[src/rtl/freq_m_pkg.sv]
// Shared types and helpers for the multi-channel frequency meter.
// No logic; constants and a gate-length helper only.
// No flow control.
package freq_m_pkg;

    // Gate FSM: waiting for enable, or counting inside a gate
    typedef enum logic {
        IDLE = 1'b0,
        RUN  = 1'b1
    } state_t;

    // Default gate lengths in reference-clock cycles
    localparam int unsigned BASE0_DEF = 400_000_000;
    localparam int unsigned BASE1_DEF = 100_000_000;

    // Width of the gate-shortening shift and the guard bits it can push out
    localparam int DEL_W   = 3;
    localparam int EXT_W   = 7;
    localparam int MAX_DEL = 7;

    // Gate length in cycles for a given base and shortening shift
    function automatic int unsigned gate_len(input int unsigned base, input logic [DEL_W-1:0] del);
        return base >> del;
    endfunction

endpackage

[src/rtl/freq_m_chan.sv]
// One measurement channel: synchronise, edge-detect, count edges, scale result.
// Latency: pin to count SYNC_N+1 cycles; result is combinational from the live count.
// No backpressure: the result is only meaningful while gate_end is high.
// Build option FREQ_M_MULTI_SAT_EN: saturate the result to all-ones on overflow.
module freq_m_chan
    import freq_m_pkg::*;
#(
    parameter int CNT_W  = 32,
    parameter int SYNC_N = 2
) (
    input  logic             clk_base,
    input  logic             reset,
    input  logic             run,
    input  logic             gate_end,
    input  logic [DEL_W-1:0] shift,
    input  logic             pin,
    output logic [CNT_W-1:0] result,
    output logic             ovf
);

    logic [SYNC_N-1:0]      sync;
    logic                   prev;
    logic                   edge_det;
    logic [CNT_W-1:0]       cnt;
    logic                   wrap;
    logic [CNT_W:0]         sum;
    logic [CNT_W+EXT_W-1:0] scaled;

    // Bring the asynchronous pin into clk_base and keep one older sample
    always_ff @(posedge clk_base or negedge reset) begin
        if (!reset) begin
            sync <= '0;
            prev <= 1'b0;
        end else begin
            sync <= {sync[SYNC_N-2:0], pin};
            prev <= sync[SYNC_N-1];
        end
    end

    assign edge_det = sync[SYNC_N-1] & ~prev;
    assign sum      = {1'b0, cnt} + {{CNT_W{1'b0}}, edge_det};

    // Count edges inside a gate; remember any wrap until the gate closes
    always_ff @(posedge clk_base or negedge reset) begin
        if (!reset) begin
            cnt  <= '0;
            wrap <= 1'b0;
        end else if (!run || gate_end) begin
            cnt  <= '0;
            wrap <= 1'b0;
        end else begin
            cnt  <= sum[CNT_W-1:0];
            wrap <= wrap | sum[CNT_W];
        end
    end

    // Scale the final count (including this cycle's edge) and flag overflow
    always_comb begin
        scaled = {{EXT_W{1'b0}}, sum[CNT_W-1:0]} << shift;
        ovf    = wrap | sum[CNT_W] | (|scaled[CNT_W+EXT_W-1:CNT_W]);
`ifdef FREQ_M_MULTI_SAT_EN
        result = ovf ? {CNT_W{1'b1}} : scaled[CNT_W-1:0];
`else
        result = scaled[CNT_W-1:0];
`endif
    end

endmodule

[src/rtl/freq_m_multi.sv]
// Multi-channel frequency meter: N_CH gated edge counters sharing one gate timer.
// Latency: result registered one cycle after the last gate cycle, with a 1-cycle res_valid.
// No backpressure: results are strobed out; build option FREQ_M_MULTI_SAT_EN saturates on overflow.
module freq_m_multi
    import freq_m_pkg::*;
#(
    parameter int          N_CH   = 4,
    parameter int          CNT_W  = 32,
    parameter int unsigned BASE0  = BASE0_DEF,
    parameter int unsigned BASE1  = BASE1_DEF,
    parameter int          SYNC_N = 2
) (
    input  logic                  clk_base,
    input  logic                  reset,
    input  logic                  en,
    input  logic [N_CH-1:0]       clk_in,
    input  logic                  freq_base_sel,
    input  logic [DEL_W-1:0]      time_del,
    output logic [N_CH*CNT_W-1:0] freq_mem,
    output logic                  res_valid,
    output logic [N_CH-1:0]       ovf,
    output logic                  gate_act
);

    localparam int GW = $clog2(BASE0);

    if (N_CH < 1 || N_CH > 16) begin : g_bad_nch
        $error("freq_m_multi: N_CH must be 1..16");
    end
    if (SYNC_N < 2) begin : g_bad_sync
        $error("freq_m_multi: SYNC_N must be at least 2");
    end
    if (gate_len(BASE0, 3'(MAX_DEL)) < 2 || gate_len(BASE1, 3'(MAX_DEL)) < 2) begin : g_bad_gate
        $error("freq_m_multi: shortest gate must be at least 2 cycles");
    end
    // The gate counter is sized from BASE0, so BASE1 must not be longer
    if (BASE1 > BASE0) begin : g_bad_base
        $error("freq_m_multi: BASE1 must not exceed BASE0");
    end

    state_t                state;
    logic [GW-1:0]         gate_cnt;
    logic [GW-1:0]         g_last;
    logic                  sel_sh;
    logic [DEL_W-1:0]      del_sh;
    logic                  run;
    logic                  gate_end;
    logic [N_CH*CNT_W-1:0] chan_res;
    logic [N_CH-1:0]       chan_ovf;

    // Last gate cycle index for the configuration latched at the gate start
    always_comb begin
        g_last = GW'(gate_len(sel_sh ? BASE1 : BASE0, del_sh) - 32'd1);
    end

    assign run      = (state == RUN);
    assign gate_end = run && (gate_cnt == g_last);

    // Gate FSM: open on enable, restart back-to-back at each boundary, abort on disable
    always_ff @(posedge clk_base or negedge reset) begin
        if (!reset) begin
            state    <= IDLE;
            gate_cnt <= '0;
            sel_sh   <= 1'b0;
            del_sh   <= '0;
            gate_act <= 1'b0;
        end else begin
            case (state)
                IDLE: begin
                    gate_cnt <= '0;
                    if (en) begin
                        state    <= RUN;
                        gate_act <= 1'b1;
                        sel_sh   <= freq_base_sel;
                        del_sh   <= time_del;
                    end
                end
                RUN: begin
                    if (gate_end) begin
                        gate_cnt <= '0;
                        sel_sh   <= freq_base_sel;
                        del_sh   <= time_del;
                        if (!en) begin
                            state    <= IDLE;
                            gate_act <= 1'b0;
                        end
                    end else if (!en) begin
                        state    <= IDLE;
                        gate_act <= 1'b0;
                        gate_cnt <= '0;
                    end else begin
                        gate_cnt <= gate_cnt + GW'(1);
                    end
                end
                default: begin
                    state    <= IDLE;
                    gate_act <= 1'b0;
                end
            endcase
        end
    end

    for (genvar c = 0; c < N_CH; c++) begin : g_chan
        freq_m_chan #(
            .CNT_W  (CNT_W),
            .SYNC_N (SYNC_N)
        ) u_chan (
            .clk_base (clk_base),
            .reset    (reset),
            .run      (run),
            .gate_end (gate_end),
            .shift    (del_sh),
            .pin      (clk_in[c]),
            .result   (chan_res[c*CNT_W +: CNT_W]),
            .ovf      (chan_ovf[c])
        );
    end

    // Publish all channels together one cycle after the gate closes
    always_ff @(posedge clk_base or negedge reset) begin
        if (!reset) begin
            freq_mem  <= '0;
            ovf       <= '0;
            res_valid <= 1'b0;
        end else begin
            res_valid <= gate_end;
            if (gate_end) begin
                freq_mem <= chan_res;
                ovf      <= chan_ovf;
            end
        end
    end

endmodule
[config.mk]
export PLATFORM = sky130hd
export DESIGN_NAME = freq_m_multi
export DESIGN_NICKNAME = d
export VERILOG_FILES = /design/src/rtl/freq_m_pkg.sv /design/src/rtl/freq_m_chan.sv /design/src/rtl/freq_m_multi.sv
export SDC_FILE = /design/constraint.sdc
export NUM_CORES = 1
export LEC_CHECK = 0
export ABC_CLOCK_PERIOD_IN_PS = 5900
export CORE_MARGIN = 10
export CORE_UTILIZATION = 56
export DETAILED_ROUTE_END_ITERATION = 8
export HOLD_SLACK_MARGIN = 0.03
export PLACE_DENSITY = 0.74
export SYNTH_ARGS = -nofsm -noshare
export SYNTH_HDL_FRONTEND = slang
export SYNTH_SLANG_ARGS = --single-unit
[constraint.sdc]
create_clock -name clk_base -period 5.9 [get_ports clk_base]
set_input_delay 1.18 -clock clk_base [delete_from_list [all_inputs] [get_ports clk_base]]
set_output_delay 1.18 -clock clk_base [all_outputs]
set_load 0.02 [all_outputs]
After elaboration in Yosys (flattened, before gate mapping)
Index checks and enable logic that the tools add are counted.
- shift operators: 5
- $add $sub $neg: 6
- reductions and logical operators: 9
- equality and inequality tests: 4
- bitwise gates (word level): 17
- multiplexer cells: 22
- operators with widths (kind ; count):
    left shift 32 x 3 -> 39 bit ; 4
    adder 32 x 1 -> 33 bit ; 4
    2-to-1 mux 32 bit ; 4
    2-to-1 mux 29 bit ; 3
    case mux 29 bit (2 select lines) ; 1
    adder 29 x 1 -> 29 bit (second input constant) ; 1
    equality test 29 bit ; 1
    >> shifter 29 x 3 -> 29 bit ; 1
    subtractor 29 x 1 -> 29 bit (second input constant) ; 1
    OR reduction 7 bit ; 4
    2-to-1 mux 1 bit ; 9
    OR 1 bit ; 8
    2-to-1 mux 3 bit ; 2
    case mux 3 bit (2 select lines) ; 1
    NOT 1 bit ; 5
    AND 1 bit ; 4
    inequality test 2 bit (second input constant) ; 2
    case mux 1 bit (2 select lines) ; 2
    AND reduction 2 bit ; 2
    inequality test 2 x 1 -> 1 bit (second input constant) ; 1
    logical AND 1 bit ; 1
    zero test 1 bit ; 1
    logical OR 1 bit ; 1
- register bits: 312
- output and inout port bits: 134

Longest topological paths before layout
Gate-level depths: netlist of the first run.
- depth in word-level cells: 7
- mapped depth: 21

Modules after synthesis
Synthesis of the first run repeated with hierarchy kept, for this count alone.
- cells, all modules: 2007
- area total of the unflattened synthesis: 20084.3 um^2
- modules (own cells, without submodules) (module ; area each (um^2) ; instances ; cells each ; seq. area each (um^2)):
    freq_m_chan (g_chan[1].u_chan ...) ; 3007.9 ; 3 ; 348 ; 900.9
    freq_m_multi ; 8166.6 ; 1 ; 639 ; 4204.0
    freq_m_chan (g_chan[0].u_chan) ; 2894.0 ; 1 ; 324 ; 900.9

Worst setup path before layout of the first run
No wires, ideal clock.
- path type: register to register
- from: register del_sh[0]
- to: register del_sh[0]
- data required time: 5.775 ns
- cell stages (with the launch flop): 19
- arrival: 4.154 ns
- period minus slack after synthesis: 4.279 ns
- setup slack: 1.621 ns
- cells stage by stage: dfrtp_1 buf_2 clkinv_1 buf_2 buf_1 clkbuf_1 clkbuf_1 clkbuf_1 nand2_1 ha_1 clkbuf_1 nand2b_1 o41a_1 o21ai_0 nor4_1 and4_1 nand4_1 a21boi_1 mux2_2
- word-level cells in the longest chain between the ends: 6
- RTL lines (what ; RTL line ; source):
    start, declared ; freq_m_multi.sv:45 ; logic [DEL_W-1:0] del_sh;
    start signal, assigned ; freq_m_multi.sv:75 ; del_sh <= time_del;
    start signal, assigned ; freq_m_multi.sv:82 ; del_sh <= time_del;
    >> shifter 29 x 3 -> 29 bit ; freq_m_pkg.sv:23 ; return base >> del;
    subtractor 29 x 1 -> 29 bit ; freq_m_multi.sv:53 ; g_last = GW'(gate_len(sel_sh ? BASE1 : BASE0, del_sh) - 32'd1);
    equality test 29 bit ; freq_m_multi.sv:57 ; assign gate_end = run && (gate_cnt == g_last);
    logical AND 1 bit ; freq_m_multi.sv:57 ;
    inequality test 2 x 1 -> 1 bit (no source line) ; n/a ;
    AND reduction 2 bit (no source line) ; n/a ;
No other way between the ends.
A chain may end at the register's enable or synchronous reset.

Final worst setup path of the first run
- from: register del_sh[1]
- to: register freq_mem[49]
- word-level cells in the longest chain between the ends: 4
- elaborated cells on any way between the ends: 5
- those cells by class: add/sub (1); eq/ne (1); shift (2); reduce/logical (1)
- RTL lines (what ; RTL line ; source):
    >> shifter 29 x 3 -> 29 bit ; freq_m_pkg.sv:23 ;
    subtractor 29 x 1 -> 29 bit ; freq_m_multi.sv:53 ;
    equality test 29 bit ; freq_m_multi.sv:57 ;
    logical AND 1 bit ; freq_m_multi.sv:57 ;
    end signal, assigned ; freq_m_multi.sv:128 ; freq_mem <= chan_res;
    end, declared ; freq_m_multi.sv:19 ; output logic [N_CH*CNT_W-1:0] freq_mem,
Parallel ways exist; a longest one is shown, timed or not.

==> results.txt, run 1 <==
Max Fclk: 219 MHz
routability congestion estimate: 0.981
Syn Inst Count: 2,184
I/O Pins: 145
CTS root buf: clkbuf_16
register area: 0.00782 mm^2
filler cell count: 2,857
EDFF count, synth: 0
pwr dens: 233 mW/mm^2
Finished Layout Cells: 2,703
layout overhead on the synthesized area: 13.5%
Tcrit/Tclk final: 77.5%
hold path start: g_chan[0].u_chan.sync[0]
most common cell in the synthesized netlist: dfrtp_1
# H-tree levels: 2
total power: 5320 uW
CTS tree: done
Synth top cells by count: 312 x dfrtp_1, 257 x nor2_1, 197 x mux2i_1
Avg Cell Area, Syn: 9.22 um^2
Slew Viols, Final: 0
final setup TNS: 0 ns
DRT Wirelength: 58,900 um
largest net degree at the start of global routing: 135
DP Cell Count: 2,638
Die Area: 0.0439 mm^2
maximum VDD drop: 303 uV
post-DP HPWL: 40,600 um
Critical Path AT: 4.99 ns
Leak: 0.0100 uW
RSZ-0062 raised after global routing: no
Slew @ Worst Pin: 1.04 ns
initial antenna violation count: 0
Via Count: 17,359
via density per instance: 6.42
# rows: 69
Worst-path clk slew: 0.06 ns
clk buf depth: 3
Setup Viol. Count Final: 0
wire length per cell: 21.8 um
cell area after layout: 0.0228 mm^2
maxcap violations: 0
DR DRC count: 0
CP Class: reg -> reg
CP Capture Type: flop
outcome: completed
R2R depth: 9
vias in the first global route: 16,894
synth top area cells: dfrtp_1 39%, mux2i_1 9.8%, nor2_1 4.8%
Die H: 210 um
FF+latch count, synth: 312
Synth area leader: dfrtp_1
Most used DFF post-synth: dfrtp_1
clock skew: 0.0331 ns
total grt overflow: 0
fin util: 64.4%
Multi-input gate area: 0.0114 mm^2
port bufs: 144
Syn Nets: 2,205
Yosys top cell area share: 38.8%
synth warn: 0
worst skew pair latency: 0.56 ns
first-pass GRT wire length: 94,000 um
share of layout cells above drive strength 1: 9.05%
total clock buffers created by CTS: 36
# diodes: 0
Hold Path Depth: 0
Initial DRT Pass Iterations: 5
Max FO, Critical Path: 58
cts hold-fix bufs: 0
capturing point of the worst reg2reg path: freq_mem[49]
Initial Util: 56.7%
R2R Path Start: del_sh[1]
DP Area: 0.0216 mm^2
Hold Crit Endpoint: g_chan[0].u_chan.sync[1]
Tmin final: 4.57 ns
post-CTS setup buffers: 0
Die X: 210 um
gr usage total: 25.9%
Slew headroom: 30.6%
Final nets: 2,236
drt initial violations: 1,726
Fin. Hold Viols: 0
CP startpoint kind: flop
distinct cell type count after synthesis: 85
synthesized area: 0.0201 mm^2
register area share after synthesis: 38.8%
HP Class: reg -> reg
ys async rst share: 100%
clk sinks: 312
post-cts sizing count: 0
Reg2Reg Setup Slack: 1.33 ns
core area: 0.0355 mm^2
CP Data Required Time: 6.32 ns
Final ANT Viol Nets: 0
[registers in the layout, summed over array words and instances (netlist names), 3 cells and up]
| register | cells |
|---|---|
| del_sh | 3 |
| freq_mem | 128 |
| g_chan.u_chan.cnt | 128 |
| g_chan.u_chan.prev | 4 |
| g_chan.u_chan.sync | 8 |
| g_chan.u_chan.wrap | 4 |
| gate_cnt | 29 |
| ovf | 4 |
[cells in the final DEF (no fill, tap or decap), types with 11 or more instances in the layout]
cell,n
nand3_1,85
mux2i_1,197
mux2_2,85
a21o_1,38
a221oi_1,15
nand2_1,155
clkdlybuf4s50_1,143
xnor2_1,79
nor2_1,257
dfrtp_1,309
inv_1,34
and2_1,11
o211ai_1,13
a31oi_1,24
o21ai_0,73
xor2_1,78
a21oi_1,67
nor3_1,69
nand4_1,59
and4_1,20
and3_1,27
clkbuf_16,37
mux2_1,27
nor2b_1,20
o22ai_1,19
a211oi_1,29
nor4_1,32
buf_4,20
[how the worst max path moves through the flow]
| stage | startpoint | end | slack [ns] | cells past startpoint |
|---|---|---|---|---|
| finish | del_sh[1] | freq_mem[49] | 1.33 | 9 |
| global route | del_sh[1] | freq_mem[49] | 1.20 | 9 |
| CTS | del_sh[1] | freq_mem[49] | 1.44 | 9 |
| detailed placement | del_sh[1] | freq_mem[38] | 1.48 | 9 |
| global placement | del_sh[1] | freq_mem[51] | 1.52 | 9 |
| floorplan | del_sh[0] | del_sh[0] | 1.62 | 18 |
[critical path: stages (launching register included)]
cell and delay [ns]:
dfrtp_4 0.84, buf_4 0.55, nand2_1 0.25, nor4_1 0.31, a221oi_1 0.09, nor4_1 0.70
and3_1 0.32, nand3_4 0.52, buf_12 0.45, mux2_1 0.35
[layout make-up]
class                      count  share of cell area (%)
clock buffer                  49                    4.47
tap                          461                    2.53
inverter                      36                   0.592
clock inverter                16                   0.745
multi-input combinational   1660                    50.0
timing repair buffer         169                    7.43
sequential                   312                    34.2
[metal layers]
metal / global-route usage (%) / part of all wire [%] / vias up
met5: 0 / 0 / -
met4: 9.40 / 3.2 / 0
met3: 4.72 / 7.5 / 139
met2: 40.4 / 45 / 734
met1: 35.4 / 44 / 8503
li1: - / - / 7983
[kinds of logic after synthesis]
kind of cell	Yosys count	synth area share, %
muxes	317	17.0
AOI/OAI and AO/OA	382	12.9
xor gates and xnor gates	157	6.83
buffers and inverters	212	4.57
DFF	312	38.8
and+or+nand+nor	792	19.3
adders and majority gates	12	0.721
[per-stage QoR]
stage,hold WS [ns],setup slack [ns]
after floorplan,0.331,1.62
after detailed placement,0.336,1.48
after global routing,0.352,1.20
after CTS,0.349,1.44
final,0.346,1.33
after global placement,0.335,1.52
[power by group]
group	internal, uW	switching, uW
registers	2150	57.1
clock network	1350	927
logic	275	552
total	3780	1540
(Power assumes the default switching activity.)
==> run 2: changes to the inputs <==
- ABC_CLOCK_PERIOD_IN_PS: 5900 -> 4700
- clock period: 5.9 -> 4.7 ns (I/O delays scaled with it)
==> results.txt, run 2 (synthesized netlist as in run 1, its figures left out) <==
post-DP HPWL: 40,600 um (-0.16%)
Die Area: 0.0439 mm^2 (unchanged)
Max FO, Critical Path: 73 (+26%)
wl on met1: 25,700 um (-0.74%)
worst skew pair latency: 0.54 ns (-0.02 ns)
largest net degree at the start of global routing: 134 (-0.74%)
Final nets: 2,243 (+0.31%)
layout overhead on the synthesized area: 14.2%
CP Data Required Time: 5.07 ns (-1.25 ns)
CP Class: reg -> reg
cts hold-fix bufs: 0 (unchanged)
maximum VDD drop: 295 uV (-2.7%)
gr usage total: 26.3% (+0.34 points)
clk sinks: 312 (unchanged)
CTS tree: done
drt initial violations: 1,695 (-1.8%)
RSZ-0062 raised after global routing: no
HP Class: reg -> reg
Gate power share: 15.4% (-0.2 points)
Fin. Hold Viols: 0 (unchanged)
total grt overflow: 0 (unchanged)
Max Fclk: 253 MHz (+16%)
Reg power frac: 40.5% (-1.1 points)
Slew headroom: 28.4% (-2.1 points)
DR DRC count: 0 (unchanged)
clk buf depth: 3 (unchanged)
cells along the critical path: buf_4, o21ai_0, o32a_1, nor3_1, and4_1, a41o_4, or2_1, nor2_1
Slowest cell on crit path: buf_4
Initial Util: 56.7% (unchanged)
share of layout cells above drive strength 1: 9.43% (+0.38 points)
final setup TNS: 0 ns (unchanged)
most frequent cells in the layout: 309 x dfrtp_1, 257 x nor2_1, 197 x mux2i_1
CP max stage delay: 0.83 ns (about the same)
Met3 Routed Length: 4250 um (-3.8%)
Setup Viol. Count Final: 0 (unchanged)
DRT Wirelength: 59,200 um (+0.39%)
routability congestion estimate: 0.934 (-4.8%)
clock skew: 0.0229 ns (-0.0103 ns)
via density per instance: 6.43 (+0.11%)
Slew Viols, Final: 0 (unchanged)
Worst-path clk slew: 0.06 ns (about the same)
post-CTS setup buffers: 0 (unchanged)
Tcrit/Tclk final: 84.1% (+6.6 points)
wire length per cell: 21.9 um (+0.21%)
CTS root buf: clkbuf_16
internal power: 4910 uW (+30%)
routed wl met2: 27,700 um (+3.7%)
cell family with most CP delay: simple AND/OR/NAND/NOR gates
Final ANT Viol Nets: 0 (unchanged)
Tmin final: 3.95 ns (-0.619 ns)
core area: 0.0355 mm^2 (unchanged)
total clock buffers created by CTS: 37 (+2.8%)
Slew @ Worst Pin: 1.07 ns (+0.0320 ns)
vias in the first global route: 17,181 (+1.7%)
CP bufs+invs: 1 (-1)
pwr dens: 297 mW/mm^2 (+28%)
Net Sw Frac: 28.1% (-0.78 points)
first-pass GRT wire length: 95,800 um (+1.9%)
# H-tree levels: 2 (unchanged)
Place WS: 0.708 ns (-0.767 ns)
post-cts sizing count: 0 (unchanged)
I/O Pins: 145 (unchanged)
top layer reached by signal wires: met5
outcome: completed
Critical Path AT: 4.32 ns (-0.67 ns)
CP Capture Type: flop
Via Count: 17,411 (+0.30%)
Die X: 210 um (unchanged)
# rows: 69 (unchanged)
port bufs: 144 (unchanged)
maxcap violations: 0 (unchanged)
Clk pwr share: 44.1% (+1.3 points)
CP startpoint kind: flop
Initial DRT Pass Iterations: 6 (+1)
most common cell after layout, fill and taps aside: dfrtp_1
# diodes: 0 (unchanged)
NetSw: 1920 uW (+25%)
Leak: 0.0101 uW (+0.90%)
setup ws final: 0.747 ns (-0.581 ns)
Die H: 210 um (unchanged)
top flop regs: freq_mem: 128 flops, g_chan.u_chan.cnt: 128 flops, gate_cnt: 29 flops
initial antenna violation count: 1 (+1)
[run 2: cell count changes in the layout (fill, tap and decap cells not counted), sizes merged]
cell / before / now
clkinv: 8 / 7
clkinvlp: 3 / 1
buf: 26 / 32
bufinv: 3 / 4
clkbuf: 49 / 51
inv: 38 / 37
[run 2: final timing paths]
kind,start,to,slack (ns),cells after the start
max,del_sh[1],gate_cnt[16],0.75,8
min,g_chan[0].u_chan.sync[0],g_chan[0].u_chan.sync[1],0.35,0
max reg2reg,del_sh[1],gate_cnt[16],0.75,8
min reg2reg,g_chan[0].u_chan.sync[0],g_chan[0].u_chan.sync[1],0.35,0
max in group asynchronous,reset,g_chan[0].u_chan.cnt[21],3.08,2
min in group asynchronous,reset,gate_act,0.43,1
[run 2: layer usage]
layer  vias up  track usage, %
met5         -               0
met1      8617            35.3
li1       8001               -
met3       110            4.50
met2       681            42.7
met4         2            7.67
[run 2: power groups by stage]
stage | registers [uW] | clock network (uW) | logic, uW
2_1_floorplan | 2760 | 0 | 776
3_3_place_gp | 2810 | 0 | 1030
3_5_place_dp | 2820 | 0 | 1030
4_1_cts | 2770 | 3060 | 1040
5_1_grt | 2770 | 3160 | 1130
6_report | 2770 | 3010 | 1050
[run 2: stage by stage]
| step | hold WS [ns] | std cells | total power [uW] | utilization [%] | area [um^2] |
|---|---|---|---|---|---|
| 2_1_floorplan | 0.331 | 2184 | 3540 | - | 20100 |
| 5_1_grt | 0.352 | 2708 | 7060 | 64.8 | 23000 |
| 3_3_place_gp | 0.335 | 2644 | 3840 | 61.2 | 21700 |
| 3_5_place_dp | 0.338 | 2644 | 3850 | 61.2 | 21700 |
| 6_report | 0.352 | 2708 | 6830 | 64.8 | 23000 |
| 4_1_cts | 0.350 | 2708 | 6860 | 64.8 | 23000 |
[run 2: area by class of cell]
class                   count  area (um^2)
clock inverters            13          189
multi-input cells        1660        11400
inverters                  36          135
repair buffers            175         1750
clock buffers              51         1100
fillers                  2885        12500
well taps                 461          577
flip-flops and latches    312         7820
